--- src/rtl/alu_4_pkg.sv ---
// Shared definitions for the alu_4 command initiator: opcode map, FSM states, tag width.
package alu_4_pkg;

   typedef enum logic [3:0] {
      OP_ADD  = 4'd0,
      OP_SUB  = 4'd1,
      OP_AND  = 4'd2,
      OP_OR   = 4'd3,
      OP_NOTA = 4'd4,
      OP_NAND = 4'd5,
      OP_NOR  = 4'd6,
      OP_XOR  = 4'd7,
      OP_XNOR = 4'd8,
      OP_MUL  = 4'd9
   } op_e;

   localparam logic [3:0] OP_LAST = 4'd9;
   localparam int         TAG_W   = 2;

   typedef enum logic [1:0] {
      ST_IDLE = 2'd0,
      ST_WAIT = 2'd1,
      ST_RESP = 2'd2
   } state_e;

   function automatic logic op_is_legal(input logic [3:0] op);
      return (op <= OP_LAST);
   endfunction

endpackage

--- src/rtl/alu_4_initiator.sv ---
// Single-outstanding command master for the combinational alu_4: drives A/B/CTRL, samples Y after LAT cycles.
// Optional macro ALU_INIT_OPCHECK_EN: illegal opcodes are not driven and answer with rsp_err=1, rsp_y=0.
module alu_4_initiator
   import alu_4_pkg::*;
#(
   parameter int LAT   = 0,
   parameter int CNT_W = 16
) (
   input  logic             clk,
   input  logic             rst,
   input  logic             cmd_valid,
   output logic             cmd_ready,
   input  logic [3:0]       cmd_a,
   input  logic [3:0]       cmd_b,
   input  logic [3:0]       cmd_op,
   input  logic [TAG_W-1:0] cmd_tag,
   output logic [3:0]       alu_a,
   output logic [3:0]       alu_b,
   output logic [3:0]       alu_ctrl,
   input  logic [7:0]       alu_y,
   output logic             rsp_valid,
   input  logic             rsp_ready,
   output logic [7:0]       rsp_y,
   output logic [TAG_W-1:0] rsp_tag,
   output logic             rsp_err,
   output logic [CNT_W-1:0] op_count
);

   localparam logic [2:0] LAT_V = 3'(LAT);

   state_e           state_r;
   state_e           next_state_s;
   logic [2:0]       wait_cnt_r;
   logic             cmd_ready_r;
   logic             rsp_valid_r;
   logic [3:0]       alu_a_r;
   logic [3:0]       alu_b_r;
   logic [3:0]       alu_ctrl_r;
   logic [7:0]       rsp_y_r;
   logic [TAG_W-1:0] rsp_tag_r;
   logic             rsp_err_r;
   logic [CNT_W-1:0] op_count_r;
   logic             accept_s;
   logic             handshake_s;
   logic             illegal_s;

   assign accept_s    = (state_r == ST_IDLE) && cmd_valid;
   assign handshake_s = (state_r == ST_RESP) && rsp_ready;

`ifdef ALU_INIT_OPCHECK_EN
   assign illegal_s = !op_is_legal(cmd_op);
`else
   assign illegal_s = 1'b0;
`endif

   // Next-state decode
   always_comb begin
      next_state_s = state_r;
      case (state_r)
         ST_IDLE: begin
            if (cmd_valid) begin
               next_state_s = ST_WAIT;
            end else begin
               next_state_s = ST_IDLE;
            end
         end
         ST_WAIT: begin
            if (wait_cnt_r == 3'd0) begin
               next_state_s = ST_RESP;
            end else begin
               next_state_s = ST_WAIT;
            end
         end
         ST_RESP: begin
            if (rsp_ready) begin
               next_state_s = ST_IDLE;
            end else begin
               next_state_s = ST_RESP;
            end
         end
         default: next_state_s = ST_IDLE;
      endcase
   end

   // State, operand, response and counter registers
   always_ff @(posedge clk) begin
      if (rst) begin
         state_r     <= ST_IDLE;
         wait_cnt_r  <= 3'd0;
         cmd_ready_r <= 1'b1;
         rsp_valid_r <= 1'b0;
         alu_a_r     <= 4'h0;
         alu_b_r     <= 4'h0;
         alu_ctrl_r  <= 4'h0;
         rsp_y_r     <= 8'h00;
         rsp_tag_r   <= {TAG_W{1'b0}};
         rsp_err_r   <= 1'b0;
         op_count_r  <= {CNT_W{1'b0}};
      end else begin
         state_r     <= next_state_s;
         cmd_ready_r <= (next_state_s == ST_IDLE);
         rsp_valid_r <= (next_state_s == ST_RESP);
         if (accept_s) begin
            rsp_tag_r <= cmd_tag;
            rsp_err_r <= illegal_s;
            // An illegal opcode keeps the ALU inputs and answers after a single cycle.
            if (illegal_s) begin
               wait_cnt_r <= 3'd0;
            end else begin
               wait_cnt_r <= LAT_V;
               alu_a_r    <= cmd_a;
               alu_b_r    <= cmd_b;
               alu_ctrl_r <= cmd_op;
            end
         end else if (state_r == ST_WAIT) begin
            if (wait_cnt_r == 3'd0) begin
               rsp_y_r <= rsp_err_r ? 8'h00 : alu_y;
            end else begin
               wait_cnt_r <= wait_cnt_r - 3'd1;
            end
         end
         if (handshake_s) begin
            op_count_r <= op_count_r + CNT_W'(1);
         end
      end
   end

   assign cmd_ready = cmd_ready_r;
   assign rsp_valid = rsp_valid_r;
   assign alu_a     = alu_a_r;
   assign alu_b     = alu_b_r;
   assign alu_ctrl  = alu_ctrl_r;
   assign rsp_y     = rsp_y_r;
   assign rsp_tag   = rsp_tag_r;
   assign rsp_err   = rsp_err_r;
   assign op_count  = op_count_r;

endmodule

--- config.mk ---
export PLATFORM = sky130hd
export DESIGN_NAME = alu_4_initiator
export DESIGN_NICKNAME = d
export VERILOG_FILES = /design/src/rtl/alu_4_pkg.sv /design/src/rtl/alu_4_initiator.sv
export SDC_FILE = /design/constraint.sdc
export NUM_CORES = 1
export LEC_CHECK = 0
export CORE_MARGIN = 2
export CORE_UTILIZATION = 47
export CTS_BUF_LIST = sky130_fd_sc_hd__clkbuf_4 sky130_fd_sc_hd__clkbuf_8 sky130_fd_sc_hd__clkbuf_16
export DETAILED_ROUTE_END_ITERATION = 8
export PLACE_DENSITY_LB_ADDON = 0.2
export SLEW_MARGIN = 20
export SYNTH_ARGS = -nofsm -noshare
export SYNTH_HDL_FRONTEND = slang
export SYNTH_SLANG_ARGS = --single-unit
--- constraint.sdc ---
create_clock -name clk -period 3.4 [get_ports clk]
set_clock_uncertainty 0.05 [all_clocks]
set_input_delay 0.68 -clock clk [delete_from_list [all_inputs] [get_ports clk]]
set_output_delay 0.68 -clock clk [all_outputs]
set_load 0.02 [all_outputs]
==> results_dict.tcl <==
set metrics [dict create \
    worstSetupPathType "reg -> out" \
    grt_max_degree 19 \
    clkLatencyLatePin_ps 300 \
    p_per_area_nw_per_um2 402 \
    worst_path_max_delay_cell "clkdlybuf4s50_1" \
    place_ws_ps 930 \
    hp-class "reg -> reg" \
    syn2layout_area_growth_pct 42.0 \
    ant_nets 0 \
    relSlewSlack 0.591 \
    layout.nets 303 \
    layout_setup_ws_ps 1220 \
    slowest_delay_ps 660 \
    cp_num_buf_inv 1 \
    die_h_um 65.8 \
    placed_cell_area_um2 2460 \
    synth_seq_cells 45 \
    status "finished, final reports clean" \
    coreArea_um2 3660 \
    clock_tree.root_cell "clkbuf_8" \
    via_per_inst 5.04 \
    fin_area_um2 2550 \
    io_buffers 65 \
    cp.required_ps 2670 \
    vias 1627 \
    path_delay_family "buffers and inverters" \
    postCtsHoldBufs 0 \
    cp_max_fo 7 \
    dp_hpwl_um 2650 \
    drv_slew 0 \
    track_usage 0.186 \
    ys_warn_count 0 \
    cts_setup_buffers 0 \
    wirelength_um 3730 \
    synth_area_um2 1800 \
    hold_slack_ps 405 \
    routabilityCongestion 0.726 \
    cts_buffers 5 \
    p_sw_frac 0.250 \
    setup_viol 0 \
    grt_pass1_vias 1418 \
    intPower_mw 0.768 \
    max-vdd-ir-drop_uv 290 \
    rsz0062_at_grt "false" \
    power_frac_seq 0.543 \
    synth.distinct_cells 33 \
    critPathLaunchType "flop" \
    end_kind "output pin" \
    p_comb_frac 0.139 \
    min_period_ps 2180 \
    dr.pass1.iters 4 \
    ys_seq_area_frac 0.502 \
    cap_viol_max_count 0 \
    clk_pin_slew_ps 80 \
    dieArea_um2 4330 \
    layout-drive-gt1-share 0.0545 \
    clockBufferDepth 2 \
    p_switching_mw 0.257 \
    arrival_ps 1450 \
    dieWidth_um 65.8 \
    final_hold_viol_count 0 \
    timing.fmax_mhz 459 \
    period_share 0.641 \
    globalRoute.totalOverflow 0 \
    io_pins 67 \
    start_util 0.490 \
    antenna_found_initial 0 \
    cp_cell_sequence "clkdlybuf4s50_1" \
    fin_setup_tns_ps 0 \
    tightest_slew_ps 613 \
    netlist_instances 212 \
    drc_errors 0 \
    cts_max_level 2 \
    pwr-share-clk 0.319 \
    grt_pass1_wl_um 6100 \
    r2r_slack_ps 1620 \
    wl_per_cell_um 11.5 \
    dr.first_iter.drc_count 61 \
    syn_area_per_cell_um2 8.47 \
    cts_resized 0 \
    total_power_mw 1.03 \
    cts_num_sinks 45 \
    rows 22 \
    synth_nets 241 \
    cts_tree "built" \
    diodes 0 \
    p_leak_nw 0.908 \
]
cell families after synthesis:
group,count (synthesis),share of synthesized area
xor gates and xnor gates,9,0.0439
buffers and inverters,14,0.0362
muxes,2,0.0112
other,1,0.00209
adders and majority gates,3,0.0209
DFF,45,0.502
and+or+nand+nor,97,0.259
AOI/OAI and AO/OA,41,0.125
sequential cells by signal (all words and copies together), names as in the netlist:
signal,count
rsp_tag,2
alu_a,4
state_r,2
rsp_y,8
op_count,16
rsp_valid,1
wait_cnt_r,3
cmd_ready,1
alu_ctrl,4
alu_b,4
area by class of cell:
| cell class | count | area, um^2 |
|---|---|---|
| inverters | 2 | 7.51 |
| clock inverters | 2 | 10.0 |
| multi-input cells | 153 | 830 |
| flip-flops and latches | 45 | 901 |
| repair buffers | 67 | 666 |
| fillers | 313 | 1110 |
| well taps | 48 | 60.1 |
| clock buffers | 6 | 76.3 |
stage by stage:
step                       util  instances
after floorplan               -        212
after global placement    0.673        315
after detailed placement  0.673        315
after CTS                 0.697        323
after global routing      0.697        323
final                     0.697        323
power groups by stage:
stage          logic [mW]  clock network, mW  registers, mW
6_report            0.142              0.327          0.556
3_5_place_dp        0.143                  0          0.569
4_1_cts             0.144              0.336          0.557
5_1_grt             0.155              0.356          0.559
3_3_place_gp        0.142                  0          0.569
2_1_floorplan      0.0484                  0          0.591
worst paths after layout:
check | startpoint | end | depth (start not counted)
setup reg to reg | op_count[0] | op_count[12] | 5
hold / removal | alu_a[3] | alu_a[3] | 2
setup / recovery | op_count[2] | op_count[2] | 1
hold reg to reg | alu_a[3] | alu_a[3] | 2
per-layer routing:
layer	routed length, um	up-vias	global-route usage
met4	64	0	0.0781
met2	1800	46	0.317
met3	220	6	0.0681
li1	-	835	-
met5	0	-	0
met1	1640	740	0.207
cells in the mapped netlist, drive strengths merged:
library cell | number | share of area
nand2 | 54 | 0.12
dfxtp | 45 | 0.50
a21oi | 31 | 0.086
nor2 | 15 | 0.031
clkbuf | 8 | 0.017
xor2 | 6 | 0.029
nand3 | 5 | 0.021
buf | 4 | 0.015
nand4 | 4 | 0.014
o31ai | 4 | 0.017
or4 | 4 | 0.017
ha | 3 | 0.021
o21ai | 3 | 0.0084
or3 | 3 | 0.010
xnor2 | 3 | 0.015
and2 | 2 | 0.0070
and3 | 2 | 0.0098
inv | 2 | 0.0042
mux2i | 2 | 0.011
nor2b | 2 | 0.0070
nor3 | 2 | 0.0056
a2111oi | 1 | 0.0049
a21o | 1 | 0.0042
and2b | 1 | 0.0042
and3b | 1 | 0.0049
and4 | 1 | 0.0063
and4b | 1 | 0.0056
conb | 1 | 0.0021
o21bai | 1 | 0.0042
cells in the final DEF (no fill, tap or decap), types with 3 or more instances in the layout:
cell	count
nand3_1	4
xor2_1	6
nand2_1	52
nand4_1	4
a21oi_1	31
clkdlybuf4s50_1	65
clkbuf_8	5
xnor2_1	3
dfxtp_1	45
or3_1	3
o31ai_1	4
o21ai_0	3
ha_1	3
or4_1	4
nor2_1	15
Note: power is estimated with default switching activity, not from simulation.
